### config.mk
export PLATFORM = sky130hd
export DESIGN_NAME = input_conditioner
export DESIGN_NICKNAME = d
export VERILOG_FILES = /design/src/rtl/input_conditioner.sv
export SDC_FILE = /design/constraint.sdc
export NUM_CORES = 1
export LEC_CHECK = 0
export ABC_CLOCK_PERIOD_IN_PS = 2000
export BUFFER_PORTS_ARGS = -buffer_cell sky130_fd_sc_hd__buf_2
export CORE_ASPECT_RATIO = 0.9
export CORE_MARGIN = 3
export CORE_UTILIZATION = 52
export DETAILED_ROUTE_END_ITERATION = 8
export PLACE_DENSITY = 0.71
export SLEW_MARGIN = 20
export SYNTH_ARGS = -nofsm -noshare
export SYNTH_HDL_FRONTEND = slang
export SYNTH_SLANG_ARGS = --single-unit
### constraint.sdc
create_clock -name clk -period 2 [get_ports clk]
set_input_delay 0.4 -clock clk [delete_from_list [all_inputs] [get_ports clk]]
set_output_delay 0.4 -clock clk [all_outputs]
set_load 0.005 [all_outputs]
### src/rtl/input_conditioner.sv
// Switch/button front end: two-flop synchronisers feeding
// independent debounce FSMs that drive choose, sel_change and step.

module ic_debounce #(
  parameter int W         = 1,
  parameter int DB_CYCLES = 4,
  parameter int CW        = 20
) (
  input  logic         clk,
  input  logic         rst,
  input  logic [W-1:0] smp,
  output logic [W-1:0] stable,
  output logic         commit
);

  typedef enum logic {
    ST_STABLE,
    ST_PENDING
  } state_t;

  state_t        state_q, state_d;
  logic [W-1:0]  stable_q, stable_d;
  logic [W-1:0]  cand_q, cand_d;
  logic [CW-1:0] cnt_q, cnt_d;

  always_ff @(posedge clk) begin
    if (rst) begin
      state_q  <= ST_STABLE;
      stable_q <= '0;
      cand_q   <= '0;
      cnt_q    <= '0;
    end else begin
      state_q  <= state_d;
      stable_q <= stable_d;
      cand_q   <= cand_d;
      cnt_q    <= cnt_d;
    end
  end

  always_comb begin
    state_d  = state_q;
    stable_d = stable_q;
    cand_d   = cand_q;
    cnt_d    = cnt_q;
    commit   = 1'b0;
    unique case (state_q)
      ST_STABLE: begin
        if (smp != stable_q) begin
          if (DB_CYCLES == 1) begin
            stable_d = smp;
            commit   = 1'b1;
          end else begin
            cand_d  = smp;
            cnt_d   = CW'(1);
            state_d = ST_PENDING;
          end
        end
      end
      ST_PENDING: begin
        if (smp == cand_q) begin
          if (cnt_q == CW'(DB_CYCLES - 1)) begin
            stable_d = cand_q;
            commit   = 1'b1;
            state_d  = ST_STABLE;
          end else begin
            cnt_d = cnt_q + CW'(1);
          end
        end else if (smp == stable_q) begin
          state_d = ST_STABLE;
        end else begin
          // a third value restarts the qualification window
          cand_d = smp;
          cnt_d  = CW'(1);
        end
      end
      default: state_d = ST_STABLE;
    endcase
  end

  assign stable = stable_q;

endmodule

module input_conditioner #(
  parameter int DB_CYCLES = 4,
  parameter int CW        = 20
) (
  input  logic       clk,
  input  logic       rst,
  input  logic [1:0] sw_raw,
  input  logic       btn_raw,
  output logic [1:0] choose,
  output logic       sel_change,
  output logic       step
);

  logic [1:0] sw_m_q, sw_s_q;
  logic       btn_m_q, btn_s_q;
  logic       sel_change_q, sel_change_d;
  logic       step_q, step_d;
  logic [1:0] sw_stable;
  logic       sw_commit;
  logic       btn_stable;
  logic       btn_commit;

  always_ff @(posedge clk) begin
    if (rst) begin
      sw_m_q       <= '0;
      sw_s_q       <= '0;
      btn_m_q      <= 1'b0;
      btn_s_q      <= 1'b0;
      sel_change_q <= 1'b0;
      step_q       <= 1'b0;
    end else begin
      sw_m_q       <= sw_raw;
      sw_s_q       <= sw_m_q;
      btn_m_q      <= btn_raw;
      btn_s_q      <= btn_m_q;
      sel_change_q <= sel_change_d;
      step_q       <= step_d;
    end
  end

  ic_debounce #(
    .W         (2),
    .DB_CYCLES (DB_CYCLES),
    .CW        (CW)
  ) u_sw_db (
    .clk    (clk),
    .rst    (rst),
    .smp    (sw_s_q),
    .stable (sw_stable),
    .commit (sw_commit)
  );

  ic_debounce #(
    .W         (1),
    .DB_CYCLES (DB_CYCLES),
    .CW        (CW)
  ) u_btn_db (
    .clk    (clk),
    .rst    (rst),
    .smp    (btn_s_q),
    .stable (btn_stable),
    .commit (btn_commit)
  );

  // a commit from a stable 0 is a press; from 1 it is a release
  always_comb begin
    sel_change_d = sw_commit;
    step_d       = btn_commit & ~btn_stable;
  end

  assign choose     = sw_stable;
  assign sel_change = sel_change_q;
  assign step       = step_q;

endmodule

==> results of run 1 <==
-- final cells by class --
| cell class | count | area, um2 |
|---|---|---|
| inverters | 3 | 11.3 |
| fillers | 415 | 1630 |
| clock inverters | 1 | 7.51 |
| repair buffers | 33 | 228 |
| multi-input cells | 243 | 1480 |
| flip-flops and latches | 56 | 1130 |
| well taps | 62 | 77.6 |
| clock buffers | 7 | 86.3 |
-- cells in the final DEF, fill, tap and decap left out, types with 3 or more instances in the layout --
cell type	instances
nor4_1	11
nor2b_1	7
dfxtp_2	5
xor2_1	9
nand4_1	10
o31ai_1	3
or4_1	4
o211ai_1	5
or3_1	8
buf_4	25
nand3_1	16
nand2_1	30
o21ai_0	16
a21oi_1	18
nor3_1	12
inv_1	3
nor2_1	35
xnor2_1	13
mux2i_1	3
dfxtp_1	49
and3_1	6
clkbuf_8	6
buf_2	8
-- cell families after synthesis --
kind of cell             Yosys count
flip-flops                        56
buffers and inverters             14
multiplexers                       3
AO/OA/AOI/OAI                     61
XOR/XNOR                          26
AND/OR/NAND/NOR                  151
adder cells (fa/ha/maj)            2
-- registers in the layout, summed over array words and instances (netlist names) --
register	cells
u_btn_db.cnt_q	20
u_sw_db.cnt_q	20
btn_m_q	1
sw_m_q	2
sel_change	1
u_btn_db.stable	1
u_sw_db.state_q	1
sw_s_q	2
u_btn_db.cand_q	1
u_btn_db.state_q	1
u_sw_db.stable	2
btn_s_q	1
step	1
u_sw_db.cand_q	2
-- worst min path at each step --
stage	from	end	slack (ns)	cells past startpoint
floorplan	btn_m_q	btn_s_q	0.41	1
global placement	sw_m_q[1]	sw_s_q[1]	0.43	1
detailed placement	btn_m_q	btn_s_q	0.43	1
CTS	sw_raw[1]	sw_m_q[1]	0.30	2
global route	btn_raw	btn_m_q	0.31	2
finish	sw_raw[0]	sw_m_q[0]	0.31	2
-- what timing repair did --
action,CTS,global route
setup endpoints to repair,1,5
hold buffers,0,0
pin swaps,0,2
resized for setup,1,14
buffers inserted,0,1
-- power by group --
| part | internal, mW | switching (mW) |
|---|---|---|
| clock network | 0.283 | 0.363 |
| registers | 1.13 | 0.0198 |
| logic | 0.0633 | 0.0898 |
-- per-stage QoR --
stage	area [um2]	power [mW]	hold WS [ns]
4_1_cts	2970	1.96	0.299
3_3_place_gp	2870	1.32	0.430
2_1_floorplan	2620	1.26	0.414
3_5_place_dp	2870	1.32	0.429
5_1_grt	3030	2.03	0.309
6_report	3030	1.95	0.306
-- per-layer routing --
layer / up-vias / track usage / wire length, um
met5: - / 0 / 0
met4: 0 / 0.0807 / 51
met3: 6 / 0.0404 / 330
met2: 74 / 0.307 / 2410
met1: 1126 / 0.315 / 2960
li1: 1191 / - / -
-- worst max-delay path: stages, from the launching register on --
cell and delay [ns]:
dfxtp_4 0.38, and4_1 0.21, nand3_1 0.10, or4b_4 0.56
or4_1 0.44, a21oi_2 0.15
==> results.tsv, run 1 <==
metric	value	unit
final hold vios	0	
sequential area share after synthesis	0.429	
Cells after DPL	396	
unrepaired setup endpoints after global routing	false	
Max Fclk	526	MHz
share of layout cells above drive strength 1	0.166	
WS Path Type	reg -> reg	
Final Net Count	349	
Vias/cell	5.92	
DIE AREA	5920	um2
Critical Path Start Type	flip-flop	
Antenna diodes	0	
Die Wd	80.8	um
number of global-route vias before repair	2215	
Final WS setup	0.0997	ns
EDFF count, synth	0	
WP data arrival	2.15	ns
Slew Limit Fails	0	
Layout area overhead	15.7	%
grt ovf	0	
total track usage	0.213	
Min Clock Period, post-route	1.90	ns
YS warnings	0	
post-DP HPWL	4100	um
area of the core	4660	um2
largest net degree at the start of global routing	23	
XOR/XNOR Fraction of Synth Area	0.0870	
R2R Setup Slk	0.1	ns
First-pass DRT Iterations	4	
pre-CTS WS	0.0320	ns
Power Dens Cells	643	nW/um2
Post-Synth Simple-Gate Area	0.294	
VDD IR-drop max	0.000463	V
Mapped Nets	320	
Worst-Skew Late Latency	0.31	ns
Top FF cell, synth	dfxtp_1	
dominant cell type by area after synthesis	dfxtp_1	
Vias	2397	
CP Capture Type	flip-flop	
Compound-Gate Fraction of Synth Area	0.149	
Critical Path End	u_sw_db.cnt_q[19]	
R2R Path Start	u_sw_db.cnt_q[5]	
antenna violations before repair	0	
drt drc	0	
DR WL/cell	14.2	um
first-pass GRT wire length	9990	um
Reg-to-Reg End	u_sw_db.cnt_q[19]	
Reg2Reg Depth	5	
Yosys cell types	42	
site row count	23	
Worst Hold Class	in -> reg	
Clock Pin Slew Worst Setup and Hold Paths	0.10	ns
Rel. slew slack	0.707	
chip height	73.3	um
top-count cell post-synth	dfxtp_1	
total wire length	5760	um
Critical path origin	u_sw_db.cnt_q[5]	
crit path max fanout	6	
routability congestion estimate	0.861	
Starting DRT DRC Count	217	
Final Util	0.649	
TNS Setup	0	ns
CTS buffer count	5	
Finished Layout Cells	405	
Post-Synthesis Cell Area	2620	um2
clock root cell	clkbuf_8	
largest family of logic cells by synthesized area	simple AND/OR/NAND/NOR gates	
CTS sink count	56	
asr flop ratio synth	0	
Clock Path Buffers	2	
top cells by area, synth	dfxtp_1 43%, nor2_1 5.0%, xnor2_1 5.0%	
max cap viols	0	
CTS tree	done	
Worst EP required	2.25	ns
Mapped Cells	313	
synth cell count leaders	56 x dfxtp_1, 35 x nor2_1, 30 x nand2_1, 19 x a21oi_1	
Port-buffer cells	8	
mux share of post-synthesis cell area	0.0115	
Initial Util	0.561	
Worst Tran Pin Value	0.436	ns
H-tree Lvls	2	
status	completed	
DRT antenna net count	0	
Pleak	1.05	nW
Avg Inst Size Synth	8.36	um2
Final setup violation count	0	
Top-Level Pins	9	
Layout Skew	0.00664	ns
period utilization	0.950	
top cell type's share of synthesized area	0.429	
Synth Area in Adders	0.00956	
Synth Register Bits	56	
No activity file was read; power rests on OpenSTA's default activity.
==> run 2, diff against run 1 <==
--- a/config.mk
+++ b/config.mk
@@ -5,13 +5,12 @@
 export SDC_FILE = /design/constraint.sdc
 export NUM_CORES = 1
 export LEC_CHECK = 0
-export ABC_CLOCK_PERIOD_IN_PS = 2000
+export ABC_CLOCK_PERIOD_IN_PS = 1600
 export BUFFER_PORTS_ARGS = -buffer_cell sky130_fd_sc_hd__buf_2
 export CORE_ASPECT_RATIO = 0.9
 export CORE_MARGIN = 3
-export CORE_UTILIZATION = 52
+export CORE_UTILIZATION = 45
 export DETAILED_ROUTE_END_ITERATION = 8
-export PLACE_DENSITY = 0.71
 export SLEW_MARGIN = 20
 export SYNTH_ARGS = -nofsm -noshare
 export SYNTH_HDL_FRONTEND = slang
==> constraint.sdc (replaced) <==
create_clock -name clk -period 1.6 [get_ports clk]
set_input_delay 0.32 -clock clk [delete_from_list [all_inputs] [get_ports clk]]
set_output_delay 0.32 -clock clk [all_outputs]
set_load 0.005 [all_outputs]
==> run 2 against run 1 <==
Effect of this change: first-iteration DRC count down 25%; critical endpoint unchanged; the flow now finishes with violations (setup timing); clock skew up 0.0092 ns; power up 50%; via count up 16%; clock-buffer cell count down 2.
==> results.tsv, run 2 (synthesis results as in run 1) <==
metric	value	unit	change
chip height	78.3	um	was 73.3 um
Top delay family on crit path	simple AND/OR/NAND/NOR gates		unchanged
Slew Limit Fails	0		unchanged
commonest non-fill, non-tap cell in the layout	buf_4		was dfxtp_1
site row count	25		was 23
WP data arrival	2.11	ns	was 2.15 ns
first-pass GRT wire length	11800	um	was 9990 um
clock root cell	clkbuf_8		unchanged
Layout Skew	0.0158	ns	was 0.00664 ns
Finished Layout Cells	496		was 405
most frequent cells in the layout	89 x buf_4, 33 x nor2_1, 33 x dfxtp_1		was 49 x dfxtp_1, 35 x nor2_1, 30 x nand2_1
crit path max fanout	5		was 6
Clock Pin Slew Worst Setup and Hold Paths	0.11	ns	was 0.10 ns
status	finished, violations left		was completed
drt drc	0		unchanged
Sequential Power Share	0.491		was 0.590
Clock Path Buffers	2		unchanged
Critical Path Start Type	flip-flop		unchanged
failing checks	setup timing		
CP Buf/Inv Count	1		was 0
Antenna diodes	0		unchanged
# hold bufs at CTS	0		unchanged
net switching power	0.695	mW	was 0.472 mW
Max Fclk	524	MHz	was 526 MHz
Hold WS	0.200	ns	was 0.306 ns
CTS sink count	56		unchanged
Worst EP required	1.80	ns	was 2.25 ns
DR WL/cell	15.6	um	was 14.2 um
routability congestion estimate	0.821		was 0.861
Vias/cell	5.60		was 5.92
Pleak	1.62	nW	was 1.05 nW
number of global-route vias before repair	2577		was 2,215
Worst-Skew Late Latency	0.32	ns	was 0.31 ns
antenna violations before repair	0		unchanged
H-tree Lvls	2		unchanged
max cap viols	0		unchanged
part of the power in the clock network	0.385		was 0.331
Worst Hold Class	in -> reg		unchanged
CP cell instances	xnor2_4, a311oi_4, or4b_4, buf_4, o31ai_1, a21oi_2		was and4_1, nand3_1, or4b_4, or4_1, a21oi_2
Initial Util	0.481		was 0.561
internal power	2.23	mW	was 1.48 mW
Final Util	0.789		was 0.649
CTS buffer count	5		unchanged
Worst Tran Pin Value	0.289	ns	was 0.436 ns
total wire length	7740	um	was 5760 um
area of the core	5440	um2	was 4660 um2
CTS tree	done		unchanged
post-DP HPWL	4870	um	was 4100 um
Net Sw Frac	0.238		was 0.242
Final Net Count	435		was 349
final instance area	4300	um2	was 3030 um2
Final WS setup	-0.310	ns	was 0.0997 ns
Starting DRT DRC Count	162		was 217
Layout area overhead	64.2	%	was 15.7%
Largest regs	u_btn_db.cnt_q: 20 flops, u_sw_db.cnt_q: 20 flops		unchanged
Power Dens Cells	681	nW/um2	was 643 nW/um2
Layout fillers	356		was 415
Top-Level Pins	9		unchanged
placed cell area	3500	um2	was 2870 um2
DIE AREA	6770	um2	was 5920 um2
Cells after DPL	466		was 396
Rel. slew slack	0.805		was 0.707
Slowest cell on crit path	or4b_4		unchanged
First-pass DRT Iterations	4		unchanged
unrepaired setup endpoints after global routing	true		was false
Vias	2780		was 2,397
Port-buffer cells	8		unchanged
total track usage	0.215		was 0.213
combinational power share	0.125		was 0.079
DRT antenna net count	0		unchanged
Final setup violation count	31		was 0
WS Path Type	reg -> reg		unchanged
Worst path max stage delay	0.56	ns	about the same
Min Clock Period, post-route	1.91	ns	was 1.90 ns
share of layout cells above drive strength 1	0.513		was 0.166
period utilization	1.19		was 0.950
final hold vios	0		unchanged
CP Capture Type	flip-flop		unchanged
largest net degree at the start of global routing	19		was 23
VDD IR-drop max	0.000711	V	was 0.000463 V
Die Wd	86.4	um	was 80.8 um
grt ovf	0		unchanged
==> run 2: changes by cell type in the layout (fill, tap and decap cells not counted), sizes merged <==
cell / change
buf: +84
bufinv: +2
clkbuf: -1
clkinvlp: -1
inv: +1
o31ai: +1
==> run 2: repair_timing <==
action	in CTS	in global routing
pin swaps	22	42
gates resized for setup	41	74
setup buffers	10	11
setup endpoints to repair	26	43
gates cloned	1	1
==> run 2: layout make-up <==
cell class,instances,area (um2),share of cell area
Multi-Input combinational cell,244,1940,0.451
Inverter,3,11.3,0.00262
Clock inverter,3,68.8,0.0160
Clock buffer,5,68.8,0.0160
Timing Repair Buffer,118,962,0.224
Sequential cell,56,1160,0.271
Tap cell,67,83.8,0.0195
==> run 2: power by group through the flow <==
stage                     clock (mW)  combinational, mW  sequential, mW
final                           1.13              0.364            1.44
after global routing            1.21              0.391            1.44
after CTS                       1.14              0.276            1.43
after detailed placement           0              0.252            1.47
after floorplan                    0              0.139            1.47
after global placement             0              0.250            1.47
==> run 2: worst paths after layout <==
path	startpoint	end	slack [ns]	cells after the start
max	sw_s_q[1]	u_sw_db.cnt_q[19]	-0.31	6
min	btn_raw	btn_m_q	0.20	2
max reg2reg	sw_s_q[1]	u_sw_db.cnt_q[19]	-0.31	6
min reg2reg	sw_m_q[0]	sw_s_q[0]	0.45	1
==> run 2: per-stage QoR <==
| stage | worst slack, ns | total power [mW] | TNS (ns) |
|---|---|---|---|
| after global placement | -0.216 | 1.72 | -1.46 |
| after CTS | -0.243 | 2.85 | -1.46 |
| after floorplan | -0.182 | 1.61 | -0.372 |
| after global routing | -0.408 | 3.04 | -6.69 |
| after detailed placement | -0.237 | 1.72 | -1.58 |
| final | -0.310 | 2.92 | -3.46 |
==> run 2: routing by layer <==
metal  vias up  global-route usage  routed length, um
li1       1369                   -                  -
met1      1354               0.306               3580
met2        49               0.339               3830
met3         8              0.0367                257
met4         0              0.0467                 68
met5         -                   0                  0
